`config.mk`:
```
export PLATFORM = sky130hd
export DESIGN_NAME = add_mul_mix_sched
export DESIGN_NICKNAME = d
export VERILOG_FILES = /design/src/rtl/add_mul_mix_pkg.sv /design/src/rtl/add_mul_mix_sched_rr_arb.sv /design/src/rtl/add_mul_mix_sched.sv
export SDC_FILE = /design/constraint.sdc
export NUM_CORES = 1
export LEC_CHECK = 0
export CORE_UTILIZATION = 45
export CTS_CLUSTER_DIAMETER = 150
export DETAILED_ROUTE_END_ITERATION = 12
export PLACE_DENSITY = 0.75
export SLEW_MARGIN = 20
export SYNTH_ARGS = -nofsm -noshare
export SYNTH_HDL_FRONTEND = slang
export SYNTH_SLANG_ARGS = --single-unit
export TNS_END_PERCENT = 100
```
`constraint.sdc`:
```
create_clock -name clk -period 5.4 [get_ports clk]
set_clock_uncertainty 0.1 [all_clocks]
set_input_delay 1.35 -clock clk [delete_from_list [all_inputs] [get_ports clk]]
set_output_delay 1.35 -clock clk [all_outputs]
set_load 0.01 [all_outputs]
```
`src/rtl/add_mul_mix_pkg.sv`:
```
// Shared types and default sizes for the add-multiply scheduler.
package add_mul_mix_pkg;

    localparam int W_DEF    = 4;
    localparam int NREQ_DEF = 3;
    localparam int ID_W     = $clog2(NREQ_DEF);

    typedef enum logic [1:0] {
        IDLE = 2'd0,
        MUL  = 2'd1,
        DONE = 2'd2
    } state_t;

endpackage

```
`src/rtl/add_mul_mix_sched_rr_arb.sv`:
```
// Round-robin arbiter: the first valid requester at or above the pointer wins,
// with the search wrapping from NREQ-1 back to 0. Purely combinational.
module rr_arb #(
    parameter  int NREQ = 3,
    localparam int IW   = $clog2(NREQ)
) (
    input  logic [NREQ-1:0] valid,
    input  logic [IW-1:0]   ptr,
    output logic [NREQ-1:0] grant,
    output logic [IW-1:0]   idx,
    output logic            any
);

    // Scan NREQ positions starting at the pointer; the first valid one wins.
    always_comb begin
        int j;
        grant = '0;
        idx   = '0;
        any   = 1'b0;
        j     = 0;
        for (int k = 0; k < NREQ; k++) begin
            j = int'(ptr) + k;
            if (j >= NREQ) begin
                j = j - NREQ;
            end
            if (!any && valid[j]) begin
                any      = 1'b1;
                grant[j] = 1'b1;
                idx      = IW'(j);
            end
        end
    end

endmodule

```
`src/rtl/add_mul_mix_sched.sv`:
```
// Shared (a+b)*(c+d) engine: round-robin arbitration over NREQ requesters,
// a one-bit-per-cycle shift-add multiplier, and a tagged valid/ready response.
//
// Handshake rules: a transfer happens on a rising clk edge where valid and
// ready are both high. req_ready is one-hot and only asserted in IDLE;
// res_valid, res_data and res_id are held stable until res_ready is seen.
module add_mul_mix_sched
    import add_mul_mix_pkg::*;
#(
    parameter  int W    = W_DEF,
    parameter  int NREQ = NREQ_DEF,
    localparam int IDW  = $clog2(NREQ)
) (
    input  logic              clk,
    input  logic              rst,
    input  logic [NREQ-1:0]   req_valid,
    output logic [NREQ-1:0]   req_ready,
    input  logic [NREQ*W-1:0] req_a,
    input  logic [NREQ*W-1:0] req_b,
    input  logic [NREQ*W-1:0] req_c,
    input  logic [NREQ*W-1:0] req_d,
    output logic              res_valid,
    input  logic              res_ready,
    output logic [2*W-1:0]    res_data,
    output logic [IDW-1:0]    res_id,
    output logic              busy,
    output state_t            dbg_state
);

    localparam int CW = (W > 1) ? $clog2(W) : 1;

    state_t            state;
    logic [W-1:0]      s1;
    logic [W-1:0]      s2;
    logic [2*W-1:0]    acc;
    logic [2*W-1:0]    acc_next;
    logic [CW-1:0]     cnt;
    logic [IDW-1:0]    ptr;

    logic [NREQ-1:0]   grant;
    logic [IDW-1:0]    gidx;
    logic              gany;
    logic [W-1:0]      sum_ab;
    logic [W-1:0]      sum_cd;

    rr_arb #(.NREQ(NREQ)) u_arb (
        .valid (req_valid),
        .ptr   (ptr),
        .grant (grant),
        .idx   (gidx),
        .any   (gany)
    );

    // Accept only from IDLE; reset also forces ready low while it is asserted.
    always_comb begin
        req_ready = '0;
        if (state == IDLE && !rst) begin
            req_ready = grant;
        end
    end

    // Operand sums of the granted requester, carries dropped to W bits.
    always_comb begin
        sum_ab = req_a[gidx*W +: W] + req_b[gidx*W +: W];
        sum_cd = req_c[gidx*W +: W] + req_d[gidx*W +: W];
    end

    // One multiplier step: add s1 shifted by cnt when bit cnt of s2 is set.
    always_comb begin
        acc_next = acc;
        if (s2[cnt]) begin
            acc_next = acc + ({{W{1'b0}}, s1} << cnt);
        end
    end

    assign dbg_state = state;

    // Scheduler FSM with registered response outputs.
    always_ff @(posedge clk or posedge rst) begin
        if (rst) begin
            state     <= IDLE;
            s1        <= '0;
            s2        <= '0;
            acc       <= '0;
            cnt       <= '0;
            ptr       <= '0;
            res_valid <= 1'b0;
            res_data  <= '0;
            res_id    <= '0;
            busy      <= 1'b0;
        end else begin
            case (state)
                IDLE: begin
                    if (gany) begin
                        s1     <= sum_ab;
                        s2     <= sum_cd;
                        acc    <= '0;
                        cnt    <= '0;
                        res_id <= gidx;
                        ptr    <= (gidx == IDW'(NREQ - 1)) ? '0 : gidx + IDW'(1);
                        busy   <= 1'b1;
                        state  <= MUL;
                    end
                end
                MUL: begin
                    acc <= acc_next;
                    cnt <= cnt + CW'(1);
                    if (cnt == CW'(W - 1)) begin
                        res_data  <= acc_next;
                        res_valid <= 1'b1;
                        state     <= DONE;
                    end
                end
                DONE: begin
                    if (res_ready) begin
                        res_valid <= 1'b0;
                        busy      <= 1'b0;
                        state     <= IDLE;
                    end
                end
                default: begin
                    state <= IDLE;
                end
            endcase
        end
    end

endmodule
```
==> qor_table.md, run 1 <==
| Quantity | Reported |
| --- | --- |
| Run status | complete, no violations |
| Number of H-tree levels | 2 |
| Wire length after detailed routing | 6230 um |
| Wire length per cell after detailed routing | 14.0 um |
| Number of vias per cell | 5.54 |
| Post-Synthesis Cell Area | 2730 sq um |
| Top-level I/O count | 71 |
| Final min period | 4.83 ns |
| Met3 track demand over resource | 0.0286 |
| Most instantiated library cell after synthesis | sky130_fd_sc_hd__nand2_1 |
| Die boundary height | 79.9 um |
| Skew-Pair Late Insertion Delay | 0.29 ns |
| Placed cell areas | 3480 sq um |
| Reg2reg start | ptr[1]$_DFFE_PP0P_ |
| Cell count after placement | 437 |
| Starting density of the core | 0.464 |
| Number of hold buffers added after CTS | 0 |
| Routability cong. | 0.934 |
| Length of the first detailed-routing pass in iterations | 4 |
| Leading post-synthesis cells by instance count | sky130_fd_sc_hd__nand2_1 (45), sky130_fd_sc_hd__dfrtp_1 (34), sky130_fd_sc_hd__o21ai_0 (29) |
| Critical path capture point type | output pin |
| Worst hold path type | flop to flop |
| Hold Fails Final Rpt | 0 |
| IO buf count | 70 |
| Setup TNS Final | 0 ns |
| Total number of clock tree sinks | 34 |
| Clock root buffer | sky130_fd_sc_hd__clkbuf_8 |
| Buffers inserted during post-CTS setup optimization | 0 |
| Number of rows created at floorplan | 28 |
| Global-route congestion overflow total | 0 |
| Top cell type's share of synthesized area | 0.311 |
| Post-synthesis cell count | 304 |
| Largest net degree at the start of global routing | 35 |
| Actual slew at the worst max-slew pin | 0.632 ns |
| Sum of buffers and inverters on the critical path | 2 |
| Vias | 2464 |
| CTS resizes | 0 |
| First-pass GRT wire length | 10500 um |
| Via count of the first global-routing pass | 2371 |
| Mapped Nets | 379 |
| Maximum cell stage delay along the critical path | 0.56 ns |
| GRT Total Usage | 0.207 |
| Number of different library cells in the post-synthesis netlist | 51 |
| Mean area per synthesized cell | 8.99 sq um |
| Initial antenna violation count | 0 |
| Total power per unit cell area | 669 nW/um^2 |
| DR DRC count | 0 |
| Family of cells with the greatest summed delay on the critical path | buffers and inverters |
| Number of buffers inserted during clock tree synthesis | 5 |
| Worst setup slack for register-to-register paths | 1.37 ns |
| Post-DP HPWL | 4820 um |
| Worst Hold Path Cells | 2 |
| Fin nets | 444 |
| Antenna Diode Count | 0 |
| Fillers | 546 |
| Post-CTS clock slew at the launch and capture registers of the worst setup and hold paths | 0.06 ns |
| Finish-stage setup viols | 0 |
| Number of synthesized register bits | 34 |
| Busiest layer in global routing | met2 |
| CP max-delay cell | sky130_fd_sc_hd__clkdlybuf4s50_1 |
| Startpoint-to-endpoint class of the critical path | primary input to output pin |
| Total Die Area | 6390 sq um |
| Layout cell share with drive strength beyond 1 | 0.0676 |
| CP Data Required Time | 3.95 ns |
| Hold path start | res_data[1]$_DFFE_PP0P_ |
| End of the worst register-to-register path | s1[3]$_DFFE_PP0P_ |
| Maximum achievable frequency | 207 MHz |
| Final cell area excluding filler cells | 3570 sq um |
| Final period util | 0.895 |
| TritonCTS clock tree | built |
| Crit path top cell by count | sky130_fd_sc_hd__clkdlybuf4s50_1 |
| Leading post-synthesis cells by cell area | sky130_fd_sc_hd__dfrtp_1 (31%), sky130_fd_sc_hd__mux2i_1 (8.4%), sky130_fd_sc_hd__ha_1 (8.2%) |
| Drt initial violations | 92 |
| Unrepaired setup endpoints after global routing | no |
| Met2 usage | 0.374 |
| Finished Layout Cells | 445 |
| Max clock buf depth | 2 |
| Final number of max-transition violations | 0 |
| Leakage power of the design | 1.60 nW |
| Count of flip-flops with a built-in enable after synthesis | 0 |
| Placeable core region | 5890 sq um |
| Share of the yosys chip area belonging to registers | 0.311 |
| Arrival time of the worst setup path | 3.38 ns |
| Launching element type of the critical path | primary input |
| Depth of the most critical reg-to-reg path | 15 |
| Final antenna-violating net count | 0 |
| Max cap viols | 0 |
| Power consumption | 2.39 mW |
| Asr flop ratio synth | 1.00 |
| Hold worst-path end | res_data[1]$_DFFE_PP0P_ |
| Final worst setup slack | 0.569 ns |
| Synthesis warning total | 0 |
| Critical path cell sequence | clkdlybuf4s50_1 > nand2b_1 > mux2_2 > nor2_1 > a22oi_1 > a211oi_1 > clkdlybuf4s50_1 |
| Met1 usage in global routing | 0.255 |
| Predominant post-synthesis flop cell | sky130_fd_sc_hd__dfrtp_1 |
| Post-placement setup slack | 0.431 ns |
| Worst IR Drop VDD | 0.000295 V |
| Highest fanout seen on the critical path | 8 |
| Relative slew slack | 0.578 |
| Area grow syn2layout | 30.8% |
| Top cell type by total area after synthesis | sky130_fd_sc_hd__dfrtp_1 |
| Die X-Extent | 79.9 um |
worst min-delay path, cell delays in order, from the launching register on:
cell and delay, ns:
sky130_fd_sc_hd__dfrtp_1 0.34, sky130_fd_sc_hd__nand2_1 0.05, sky130_fd_sc_hd__o21ai_0 0.06
layout make-up:
class                      instances  area (sq um)  share of cell area
clock inverter                     1          5.00             0.00140
tap                               75          93.8              0.0263
sequential                        34           851               0.238
inverter                          11          41.3              0.0116
timing repair buffer              76           746               0.209
multi-input combinational        241          1750               0.490
clock buffer                       7          86.3              0.0242
state kept, by name, summed over array words and instances (netlist names):
signal,flops
acc,8
dbg_state,2
res_data,8
cnt,2
res_valid,1
busy,1
ptr,2
s1,4
s2,4
res_id,2
kinds of logic (layout without fill, tap and decap cells):
group | Yosys count | after routing | share of synthesized area
flip-flops | 34 | 34 | 0.311
XOR/XNOR | 9 | 9 | 0.0389
AND/OR/NAND/NOR | 82 | 82 | 0.136
buffers and inverters | 29 | 95 | 0.0481
AO/OA/AOI/OAI | 96 | 96 | 0.231
multiplexers | 33 | 33 | 0.130
adder cells (fa/ha/maj) | 21 | 21 | 0.104
worst max-delay path by stage:
stage | to | start | cells past startpoint
6_report | req_ready[0] | req_valid[2] | 7
3_3_place_gp | s1[3]$_DFFE_PP0P_ | req_valid[0] | 14
5_1_grt | s1[3]$_DFFE_PP0P_ | req_valid[0] | 14
2_1_floorplan | s2[3]$_DFFE_PP0P_ | req_valid[2] | 14
3_5_place_dp | s1[3]$_DFFE_PP0P_ | req_valid[0] | 14
4_1_cts | req_ready[0] | req_valid[0] | 7
routing by layer:
layer / wire length, um / vias up
li1: - / 1239
met1: 2790 / 1146
met2: 3120 / 68
met3: 217 / 11
met4: 97 / 0
met5: 0 / -
cells in the final DEF (no fill, tap or decap), drive strengths merged, types with 6 or more instances in the layout:
cell,count
a21oi,17
nor2,10
dfrtp,34
nand2,45
clkdlybuf4s50,70
mux2i,23
inv,11
o21ai,34
clkbuf,7
buf,6
ha,18
a21o,8
mux2,9
report_power, final:
group | switching (mW) | total (mW) | internal [mW]
clock | 0.0916 | 0.194 | 0.103
combinational | 0.895 | 1.72 | 0.826
sequential | 0.103 | 0.476 | 0.372
metrics by stage:
stage	hold WS (ns)	util
final	0.376	0.607
after floorplan	0.345	-
after global routing	0.400	0.607
after detailed placement	0.369	0.592
after CTS	0.385	0.607
after global placement	0.363	0.592
Note: power is estimated with default switching activity, not from simulation.
==> inputs of run 2 (changes only) <==
--- a/constraint.sdc
+++ b/constraint.sdc
@@ -4,2 +4,2 @@
 set_output_delay 1.35 -clock clk [all_outputs]
-set_load 0.01 [all_outputs]
+set_load 0.005 [all_outputs]
==> run 2 against run 1 <==
  * Critical path depth is the same
  * Count of clock-buffer cells in the layout stayed put
  * Worst setup slack improved by 0.045 ns
  * Non-clock buffer count shrank 1
  * Final area decreased by 0.63%
  * Sequential power barely moved
  * Sequential cell count stayed put
  * Critical endpoint unchanged
  * Largest cell class unchanged
  * Highest routed layer unchanged
==> qor_table.md, run 2 (synthesized netlist as in run 1, its figures left out) <==
| Quantity | Reported |
| --- | --- |
| Length of the first detailed-routing pass in iterations | 4 |
| Wire length after detailed routing | 6280 um |
| Sw Share | 0.456 |
| Buffers inserted during post-CTS setup optimization | 0 |
| Routability cong. | 0.953 |
| Critical path capture point type | output pin |
| Total Die Area | 6390 sq um |
| Final min period | 4.79 ns |
| Antenna Diode Count | 0 |
| Number of vias per cell | 5.62 |
| First-pass GRT wire length | 10800 um |
| Share of total power in the clock network | 0.073 |
| Layout cell share with drive strength beyond 1 | 0.0598 |
| Post-DP HPWL | 4840 um |
| Arrival time of the worst setup path | 3.34 ns |
| Fin nets | 443 |
| Relative slew slack | 0.564 |
| Clock root buffer | sky130_fd_sc_hd__clkbuf_8 |
| Drt initial violations | 139 |
| Actual slew at the worst max-slew pin | 0.653 ns |
| Final number of max-transition violations | 0 |
| CTS resizes | 0 |
| Max clock buf depth | 2 |
| Top-level I/O count | 71 |
| Worst IR Drop VDD | 0.000376 V |
| Number of H-tree levels | 2 |
| Cell Int Power | 1.28 mW |
| Hold Fails Final Rpt | 0 |
| Skew-Pair Late Insertion Delay | 0.28 ns |
| CP Data Required Time | 3.95 ns |
| Final period util | 0.886 |
| Largest net degree at the start of global routing | 35 |
| Top flop regs | acc x8, res_data x8 |
| Highest fanout seen on the critical path | 8 |
| Comb pwr share | 0.723 |
| Via count of the first global-routing pass | 2465 |
| Reg power frac | 0.204 |
| Die X-Extent | 79.9 um |
| Final antenna-violating net count | 0 |
| Launching element type of the critical path | primary input |
| Leakage power of the design | 1.59 nW |
| GRT Total Usage | 0.214 |
| Total power per unit cell area | 662 nW/um^2 |
| DR DRC count | 0 |
| IO buf count | 70 |
| Wire length per cell after detailed routing | 14.2 um |
| Net switching power of the design | 1.07 mW |
| Startpoint-to-endpoint class of the critical path | primary input to output pin |
| Run status | complete, no violations |
| Post-Route Utilization | 0.603 |
| Area grow syn2layout | 29.9% |
| TritonCTS clock tree | built |
| Maximum achievable frequency | 209 MHz |
| Finish-stage setup viols | 0 |
| Most common cell after layout, fill and taps aside | sky130_fd_sc_hd__clkdlybuf4s50_1 |
| Global-route congestion overflow total | 0 |
| Vias | 2488 |
| Worst hold path type | flop to flop |
| Max cap viols | 0 |
| Number of buffers inserted during clock tree synthesis | 5 |
| Power consumption | 2.35 mW |
| Placeable core region | 5890 sq um |
| Unrepaired setup endpoints after global routing | no |
| Setup TNS Final | 0 ns |
| Highest-count cells in the layout ignoring fill and taps | sky130_fd_sc_hd__clkdlybuf4s50_1 (70), sky130_fd_sc_hd__nand2_1 (45), sky130_fd_sc_hd__dfrtp_1 (34), sky130_fd_sc_hd__o21ai_0 (29), sky130_fd_sc_hd__mux2i_1 (23) |
| Number of rows created at floorplan | 28 |
| Number of hold buffers added after CTS | 0 |
| Total number of clock tree sinks | 34 |
| Initial antenna violation count | 0 |
| Die boundary height | 79.9 um |
| Post-CTS clock slew at the launch and capture registers of the worst setup and hold paths | 0.06 ns |
| Starting density of the core | 0.464 |
run 2: cell types whose count changed in the layout (fill, tap and decap cells not counted), sizes merged:
cell / before / now
buf: 6 / 5
clkinv: 1 / 0
run 2: area by class of cell:
type | instances | area [sq um]
clock buffers | 7 | 76.3
fillers | 536 | 2330
inverters | 11 | 41.3
multi-input cells | 241 | 1750
flip-flops and latches | 34 | 851
well taps | 75 | 93.8
repair buffers | 75 | 738
run 2: routing by layer:
layer  global-route usage  routed length (um)
met3               0.0434                 279
met2                0.362                3060
met5                    0                   0
met4               0.0643                 103
met1                0.272                2840
run 2: worst paths after layout:
| path | start | end | slack (ns) | cells past startpoint |
|---|---|---|---|---|
| setup / recovery | req_valid[0] | req_ready[0] | 0.61 | 7 |
| hold / removal | res_data[5]$_DFFE_PP0P_ | res_data[5]$_DFFE_PP0P_ | 0.38 | 2 |
| setup reg to reg | ptr[1]$_DFFE_PP0P_ | s2[3]$_DFFE_PP0P_ | 1.35 | 13 |
| hold reg to reg | res_data[5]$_DFFE_PP0P_ | res_data[5]$_DFFE_PP0P_ | 0.38 | 2 |
| max in group asynchronous | rst | acc[1]$_DFFE_PP0P_ | 3.51 | 3 |
| min in group asynchronous | rst | res_data[6]$_DFFE_PP0P_ | 1.39 | 3 |
run 2: through the flow:
stage / cells / hold WS [ns] / setup WS (ns) / instance area, sq um
4_1_cts: 443 / 0.387 / 0.628 / 3550
6_report: 443 / 0.377 / 0.614 / 3550
3_3_place_gp: 436 / 0.362 / 0.549 / 3470
3_5_place_dp: 436 / 0.369 / 0.395 / 3470
5_1_grt: 443 / 0.415 / 0.429 / 3550
2_1_floorplan: 304 / 0.345 / 1.17 / 2730
run 2: power groups by stage:
stage | clock (mW) | combinational, mW | sequential [mW]
6_report | 0.172 | 1.70 | 0.479
5_1_grt | 0.191 | 1.89 | 0.497
4_1_cts | 0.180 | 1.70 | 0.479
3_5_place_dp | 0 | 1.69 | 0.483
3_3_place_gp | 0 | 1.65 | 0.475
2_1_floorplan | 0 | 1.32 | 0.448
run 2: critical path, cell delays in order:
cell	delay (ns)
sky130_fd_sc_hd__clkdlybuf4s50_1	0.55
sky130_fd_sc_hd__mux2i_1	0.09
sky130_fd_sc_hd__mux2_2	0.34
sky130_fd_sc_hd__nor2_1	0.16
sky130_fd_sc_hd__a22oi_1	0.08
sky130_fd_sc_hd__a211oi_1	0.23
sky130_fd_sc_hd__clkdlybuf4s50_1	0.53
